<file path="config.mk">
export PLATFORM = sky130hd
export DESIGN_NAME = out_port_serializer
export DESIGN_NICKNAME = d
export VERILOG_FILES = /design/src/rtl/out_port_serializer.sv
export SDC_FILE = /design/constraint.sdc
export NUM_CORES = 1
export LEC_CHECK = 0
export ABC_AREA = 1
export CAP_MARGIN = 0
export CORE_ASPECT_RATIO = 1.5
export CORE_MARGIN = 8
export CORE_UTILIZATION = 50
export CTS_CLUSTER_SIZE = 14
export DETAILED_ROUTE_END_ITERATION = 8
export GPL_TIMING_DRIVEN = 0
export PLACE_DENSITY = 0.72
export SYNTH_ARGS = -nofsm -noshare
export SYNTH_HDL_FRONTEND = slang
export SYNTH_SLANG_ARGS = --single-unit
</file>
<file path="constraint.sdc">
create_clock -name clk_i -period 4.72 [get_ports clk_i]
set_clock_uncertainty 0.2 [all_clocks]
set_input_delay 0.472 -clock clk_i [delete_from_list [all_inputs] [get_ports clk_i]]
set_output_delay 0.472 -clock clk_i [all_outputs]
set_load 0.02 [all_outputs]
</file>
<file path="src/rtl/out_port_serializer.sv">
// Buffers CPU output-port words in a small FIFO and streams each word to an
// 8-bit valid/ready sink, high byte first.
module out_port_serializer #(
  parameter int unsigned DATA_WIDTH = 16,
  parameter int unsigned DEPTH_LOG2 = 3
) (
  input  logic                  clk_i,
  input  logic                  reset_ni,
  input  logic                  out_ld_i,
  input  logic [DATA_WIDTH-1:0] out_i,
  output logic [7:0]            byte_o,
  output logic                  byte_valid_o,
  input  logic                  byte_ready_i,
  output logic [DEPTH_LOG2:0]   count_o,
  output logic                  empty_o,
  output logic                  full_o,
  output logic                  overflow_o
);

  localparam int unsigned DEPTH = 2 ** DEPTH_LOG2;
  localparam logic [DEPTH_LOG2:0] DEPTH_CNT = (DEPTH_LOG2 + 1)'(DEPTH);

  typedef enum logic [1:0] {
    S_IDLE = 2'd0,
    S_HI   = 2'd1,
    S_LO   = 2'd2
  } state_e;

  logic [DATA_WIDTH-1:0] mem_q [DEPTH];
  logic [DEPTH_LOG2-1:0] wr_ptr_q, wr_ptr_d;
  logic [DEPTH_LOG2-1:0] rd_ptr_q, rd_ptr_d;
  logic [DEPTH_LOG2:0]   count_q, count_d;
  logic                  overflow_q, overflow_d;
  logic [DATA_WIDTH-1:0] word_q, word_d;
  state_e                state_q, state_d;

  logic push_ok;
  logic pop;
  logic fifo_empty;
  logic fifo_full;

  assign fifo_empty = (count_q == '0);
  assign fifo_full  = (count_q == DEPTH_CNT);
  // A push into a full FIFO is dropped even when a pop frees a slot this cycle.
  assign push_ok    = out_ld_i && !fifo_full;

  assign count_o    = count_q;
  assign empty_o    = fifo_empty;
  assign full_o     = fifo_full;
  assign overflow_o = overflow_q;

  always_comb begin
    wr_ptr_d   = wr_ptr_q;
    rd_ptr_d   = rd_ptr_q;
    count_d    = count_q;
    overflow_d = overflow_q;
    if (push_ok) begin
      wr_ptr_d = wr_ptr_q + DEPTH_LOG2'(1);
    end
    if (pop) begin
      rd_ptr_d = rd_ptr_q + DEPTH_LOG2'(1);
    end
    case ({push_ok, pop})
      2'b10:   count_d = count_q + (DEPTH_LOG2 + 1)'(1);
      2'b01:   count_d = count_q - (DEPTH_LOG2 + 1)'(1);
      default: count_d = count_q;
    endcase
    if (out_ld_i && fifo_full) begin
      overflow_d = 1'b1;
    end
  end

  always_ff @(posedge clk_i) begin
    if (push_ok) begin
      mem_q[wr_ptr_q] <= out_i;
    end
  end

  always_ff @(posedge clk_i or negedge reset_ni) begin
    if (!reset_ni) begin
      wr_ptr_q   <= '0;
      rd_ptr_q   <= '0;
      count_q    <= '0;
      overflow_q <= 1'b0;
      word_q     <= '0;
      state_q    <= S_IDLE;
    end else begin
      wr_ptr_q   <= wr_ptr_d;
      rd_ptr_q   <= rd_ptr_d;
      count_q    <= count_d;
      overflow_q <= overflow_d;
      word_q     <= word_d;
      state_q    <= state_d;
    end
  end

  // The low-byte state pops the next word directly so a full stream has no idle bubble.
  always_comb begin
    state_d      = state_q;
    pop          = 1'b0;
    byte_o       = '0;
    byte_valid_o = 1'b0;
    case (state_q)
      S_IDLE: begin
        if (!fifo_empty) begin
          pop     = 1'b1;
          state_d = S_HI;
        end
      end
      S_HI: begin
        byte_o       = word_q[DATA_WIDTH-1 -: 8];
        byte_valid_o = 1'b1;
        if (byte_ready_i) begin
          state_d = S_LO;
        end
      end
      S_LO: begin
        byte_o       = word_q[7:0];
        byte_valid_o = 1'b1;
        if (byte_ready_i) begin
          if (!fifo_empty) begin
            pop     = 1'b1;
            state_d = S_HI;
          end else begin
            state_d = S_IDLE;
          end
        end
      end
      default: state_d = S_IDLE;
    endcase
    word_d = pop ? mem_q[rd_ptr_q] : word_q;
  end

endmodule

</file>
==> results of run 1 <==
cells in the mapped netlist, drive strengths merged:
cell,n
buf,24
ha,10
or2,1
clkinv,1
dfrtp,29
nand2,237
o21ai,8
xnor2,2
inv,19
a21oi,10
nand3,100
a21o,1
edfxtp,128
clkbuf,5
nor2,14
xor2,4
per-stage QoR:
stage                     total power, uW  std cells  worst slack, ns
after floorplan                      3310        593             2.31
after global placement               3910        787             1.51
after detailed placement             4020        792             1.85
after CTS                            5400        824             1.73
after global routing                 5720        825             1.53
final                                5400        825             1.75
routing by layer:
metal | up-vias | part of all wire (%) | GRT usage, %
met5 | - | 0 | 0
met1 | 2164 | 36 | 20.5
met4 | 0 | 2.7 | 9.11
li1 | 2129 | - | -
met2 | 223 | 55 | 34.2
met3 | 35 | 6.9 | 3.50
area by class of cell:
class                           instances  area [um^2]
Buffer                                 29          161
Sequential cell                       157         4570
Fill cell                            1013         5060
Inverter                               20         77.6
Tap cell                              159          199
Timing Repair Buffer                   41          427
Clock inverter                          9         66.3
Multi-Input combinational cell        387         1780
Clock buffer                           23          543
registers in the layout, indices dropped and copies added, names as in the netlist:
register and count:
count_o 4, state_q 2, rd_ptr_q 3, wr_ptr_q 3, overflow_o 1, word_q 16, mem_q 128
worst reg2reg max path: stages (launching register included):
cell	delay (ns)
dfrtp_1	0.43
inv_1	0.10
ha_1	0.16
buf_6	0.14
inv_4	0.04
o21ai_4	0.13
nand2_4	0.11
inv_2	0.08
buf_4	0.18
ha_1	0.23
nand2_1	0.06
inv_1	0.08
nor2_1	0.06
ha_1	0.18
a21oi_1	0.18
xor2_1	0.17
o21ai_0	0.08
cell families after synthesis:
kind of cell | count (synthesis) | share of synthesized area [%]
AO/OA/AOI/OAI | 19 | 1.66
XOR/XNOR | 6 | 0.914
adder cells (fa/ha/maj) | 10 | 1.90
buffers and inverters | 49 | 3.64
flip-flops | 157 | 69.5
AND/OR/NAND/NOR | 352 | 22.4
worst max-delay path by stage:
| stage | from | end | depth (start not counted) |
|---|---|---|---|
| CTS | state_q[1] | byte_o[4] | 6 |
| global placement | out_ld_i | mem_q[4][1] | 4 |
| global route | state_q[1] | byte_o[1] | 6 |
| floorplan | state_q[0] | count_o[2] | 16 |
| detailed placement | byte_ready_i | count_o[2] | 14 |
| finish | state_q[1] | byte_o[1] | 6 |
power breakdown:
part / switching, uW / internal (uW) / total (uW)
Combinational: 1390 / 695 / 2090
Sequential: 138 / 1810 / 1950
Clock: 549 / 817 / 1370
Total: 2080 / 3320 / 5400
==> results.sh, run 1 <==
export IMPL_dr_pass1_iters=7
export IMPL_cp_data_arrival_time_ns=2.30
export IMPL_core_um2=12900
export IMPL_drv_slew=0
export IMPL_wirelength_um=15200
export IMPL_cp_max_fo=9
export IMPL_irDropWorstVdd_v=0.000286
export IMPL_slowest_stage="clkdlybuf4s50_1"
export IMPL_n_antenna_cell=0
export IMPL_finalSetupViolations=0
export IMPL_crit_family="buffers and inverters"
export IMPL_grt_overflow_total=0
export IMPL_min_from="overflow_o"
export IMPL_cts_setup_buffers=0
export IMPL_dpl_hpwl_um=10100
export IMPL_max_slew_margin_pct=31.5
export IMPL_post_route_util_pct=60.7
export IMPL_r2r_start="state_q[0]"
export IMPL_synth_nets=623
export IMPL_yosysTopAreaCellShare_pct=58.5
export IMPL_ctsResizeCount=0
export IMPL_dpl_cell_area_um2=7210
export IMPL_min_period_ns=2.97
export IMPL_viasPerCell=5.52
export IMPL_routedWlPerCell_um=18.5
export IMPL_cts_sinks=157
export IMPL_r2r_cells=16
export IMPL_drv_cap=0
export IMPL_p_leak_uw=0.00313
export IMPL_design_area_um2=7830
export IMPL_cts_tree="done"
export IMPL_period_share_pct=62.9
export IMPL_area_growth_pct=19.1
export IMPL_synth_area_leaders="edfxtp_1 (58%), nand2_1 (13%), dfrtp_1 (11%)"
export IMPL_die_y_um=156
export IMPL_grt_max_degree=30
export IMPL_nets=683
export IMPL_cts_made_buffers=17
export IMPL_synth_area_um2=6570
export IMPL_ys_ff_latch=157
export IMPL_drive_gt1_share_pct=11.4
export IMPL_remaining_drc_errors=0
export IMPL_antenna_found_initial=0
export IMPL_synth_cell_type_count=26
export IMPL_die_width_um=110
export IMPL_min_path_cells=1
export IMPL_cts_root_buf="clkbuf_16"
export IMPL_grt_usage_pct=18.9
export IMPL_row_count=51
export IMPL_worstReg2RegEnd="count_o[2]"
export IMPL_setup_tns_ns=0
export IMPL_tightestPinTransition_ns=1.03
export IMPL_layout_commonest_cell="nand2_1"
export IMPL_first_iter_violations=402
export IMPL_io_buffers=35
export IMPL_postSynthCellCount=593
export IMPL_clk_latency_ns=0.42
export IMPL_outcome="complete, no violations"
export IMPL_grt_pass1_vias=4708
export IMPL_slowest_delay_ns=0.62
export IMPL_timing_hold_ws_ns=0.266
export IMPL_clkTransAtPathRegs_ns=0.06
export IMPL_cp_end_kind="primary output"
export IMPL_clock_fmax_mhz=337
export IMPL_yosysWarnings=0
export IMPL_synth_top_area_cell="edfxtp_1"
export IMPL_final_cell_mix="nand2_1 (234), edfxtp_1 (128), nand3_1 (100), clkdlybuf4s50_1 (34), dfrtp_1 (29)"
export IMPL_postRouteAntennaNets=0
export IMPL_cts_hold_buf=0
export IMPL_hold_viol_final=0
export IMPL_ios=36
export IMPL_htree_levels=4
export IMPL_required_ns=4.05
export IMPL_crit_chain="inv_1, ha_1, clkbuf_1, nand2_1, a21oi_1, clkdlybuf4s50_1"
export IMPL_cp_start_kind="register"
export IMPL_cts_buffer_depth=2
export IMPL_seq_area_frac_synth_pct=69.5
export IMPL_syn_area_per_cell_um2=11.1
export IMPL_min_path_type="reg -> reg"
export IMPL_rsz0062_at_grt="no"
export IMPL_grt_first_pass_wirelength_um=24200
export IMPL_r2r_setup_slack_ns=1.99
export IMPL_start_util_pct=51.0
export IMPL_dieArea_um2=17100
export IMPL_vias=4551
export IMPL_whs_endpoint="overflow_o"
export IMPL_cp_num_buf_inv=3
export IMPL_gp_congestion=0.871
export IMPL_power_density_nw_per_um2=690
export IMPL_crit_type="reg -> out"
No activity file was read; power rests on OpenSTA's default activity.
==> inputs of run 2 (changes only) <==
--- a/config.mk
+++ b/config.mk
@@ -13,7 +13,7 @@
 export CTS_CLUSTER_SIZE = 14
 export DETAILED_ROUTE_END_ITERATION = 8
 export GPL_TIMING_DRIVEN = 0
-export PLACE_DENSITY = 0.72
+export PLACE_DENSITY = 0.74
 export SYNTH_ARGS = -nofsm -noshare
 export SYNTH_HDL_FRONTEND = slang
 export SYNTH_SLANG_ARGS = --single-unit
==> constraint.sdc (replaced) <==
create_clock -name clk_i -period 2.5 [get_ports clk_i]
set_clock_uncertainty 0.2 [all_clocks]
set_input_delay 0.25 -clock clk_i [delete_from_list [all_inputs] [get_ports clk_i]]
set_output_delay 0.25 -clock clk_i [all_outputs]
set_load 0.02 [all_outputs]
==> results.sh, run 2 (synthesis results as in run 1) <==
export IMPL_remaining_drc_errors=0
export IMPL_dieArea_um2=17100
export IMPL_wirelength_um=15600
export IMPL_dpl_hpwl_um=10000
export IMPL_cp_start_kind="register"
export IMPL_antenna_found_initial=0
export IMPL_grt_usage_pct=19.0
export IMPL_hold_viol_final=0
export IMPL_p_leak_uw=0.00320
export IMPL_grt_first_pass_wirelength_um=24100
export IMPL_grt_overflow_total=0
export IMPL_row_count=51
export IMPL_cp_max_fo=5
export IMPL_power_density_nw_per_um2=1320
export IMPL_n_antenna_cell=0
export IMPL_outcome="complete, no violations"
export IMPL_routedWlPerCell_um=18.8
export IMPL_p_int_uw=6520
export IMPL_min_path_type="in -> async"
export IMPL_final_cell_mix="nand2_1 (234), edfxtp_1 (128), nand3_1 (100), dfrtp_1 (29), clkdlybuf4s50_1 (26)"
export IMPL_die_width_um=110
export IMPL_crit_type="reg -> reg"
export IMPL_first_iter_violations=386
export IMPL_slowest_delay_ns=0.39
export IMPL_drv_slew=0
export IMPL_drive_gt1_share_pct=13.6
export IMPL_post_route_util_pct=61.6
export IMPL_power_frac_clock_pct=26.0
export IMPL_cts_root_buf="clkbuf_16"
export IMPL_grt_pass1_vias=4713
export IMPL_max_slew_margin_pct=58.4
export IMPL_grt_max_degree=30
export IMPL_dr_pass1_iters=5
export IMPL_area_growth_pct=20.9
export IMPL_clock_fmax_mhz=420
export IMPL_tightestPinTransition_ns=0.624
export IMPL_vias=4651
export IMPL_gp_congestion=0.855
export IMPL_cp_num_buf_inv=6
export IMPL_postRouteAntennaNets=0
export IMPL_switching_share_pct=38.1
export IMPL_core_um2=12900
export IMPL_preCtsSetupSlack_ns=-0.203
export IMPL_slowest_stage="dfrtp_1"
export IMPL_start_util_pct=51.0
export IMPL_nets=687
export IMPL_htree_levels=4
export IMPL_clkTransAtPathRegs_ns=0.06
export IMPL_cts_sinks=157
export IMPL_top_register="mem_q"
export IMPL_crit_family="adder cells"
export IMPL_cp_end_kind="register"
export IMPL_crit_chain="inv_2, ha_2, buf_6, inv_4, o21ai_4, nand2_4, inv_4, buf_8, ha_4, nand2_1, inv_2, nor2_2, ha_2, a21oi_2, xor2_1, o21ai_0"
export IMPL_ios=36
export IMPL_irDropWorstVdd_v=0.000564
export IMPL_fin_ws_ns=0.118
export IMPL_cts_made_buffers=17
export IMPL_cp_data_arrival_time_ns=2.48
export IMPL_power_switching_uw=4000
export IMPL_die_y_um=156
export IMPL_largest_reg_flops=128
export IMPL_viasPerCell=5.61
export IMPL_cts_tree="done"
export IMPL_cts_buffer_depth=2
export IMPL_clk_latency_ns=0.42
export IMPL_finalSetupViolations=0
export IMPL_layout_commonest_cell="nand2_1"
export IMPL_io_buffers=35
export IMPL_required_ns=2.59
export IMPL_setup_tns_ns=0
export IMPL_min_period_ns=2.38
export IMPL_drv_cap=0
export IMPL_p_comb_share_pct=39.1
export IMPL_period_share_pct=95.3
export IMPL_pwr_share_seq_pct=34.9
run 2: cell types whose count changed in the layout (fill, tap and decap cells not counted), moves of 4 or more:
cell	before	now
buf_4	4	9
clkdlybuf4s50_1	34	26
dlygate4sd2_1	0	8
ha_1	10	6
nor2_2	9	5
nor2_4	0	5
run 2: repair_timing:
item,in CTS,in global routing
setup endpoints to repair,75,11
endpoints found under the hold margin,0,29
buffers inserted,3,3
hold buffers,0,1
pin swaps,2,1
resized for setup,17,9
run 2: per-stage QoR:
stage | total power (uW) | std cells | hold slack (ns) | area (um^2)
after CTS | 10400 | 825 | 0.243 | 7900
after global placement | 7350 | 787 | 0.245 | 7120
after global routing | 11100 | 829 | 0.254 | 7950
after detailed placement | 7580 | 791 | 0.245 | 7200
final | 10500 | 829 | 0.190 | 7950
after floorplan | 6250 | 593 | -0.246 | 6570
run 2: routing by layer:
| layer | share of wire, % | global-route usage (%) |
|---|---|---|
| met1 | 35 | 19.4 |
| met2 | 55 | 34.6 |
| met3 | 7.3 | 4.94 |
| met4 | 2.9 | 8.53 |
| met5 | 0 | 0 |
run 2: path summary, 6_finish.rpt:
path / start / endpoint / slack (ns) / depth (start not counted)
setup / recovery: state_q[0] / count_o[2] / 0.12 / 16
hold / removal: reset_ni / count_o[0] / 0.19 / 2
setup reg to reg: state_q[0] / count_o[2] / 0.12 / 16
hold reg to reg: overflow_o / overflow_o / 0.26 / 1
max in group asynchronous: reset_ni / word_q[10] / 1.50 / 2
min in group clk_i: out_ld_i / overflow_o / 0.26 / 2
run 2: power groups by stage:
| stage | combinational (uW) | clock (uW) | sequential, uW |
|---|---|---|---|
| floorplan | 2550 | 0 | 3690 |
| CTS | 4010 | 2750 | 3670 |
| global placement | 3650 | 0 | 3700 |
| global route | 4540 | 2850 | 3720 |
| finish | 4120 | 2730 | 3670 |
| detailed placement | 3850 | 0 | 3720 |
run 2: area by class of cell:
cell class | instances | area (um^2)
tap | 159 | 199
clock buffer | 22 | 529
sequential | 157 | 4570
clock inverter | 10 | 123
fill | 951 | 4940
multi-input combinational | 387 | 1830
inverter | 20 | 80.1
timing repair buffer | 46 | 447
buffer | 28 | 165
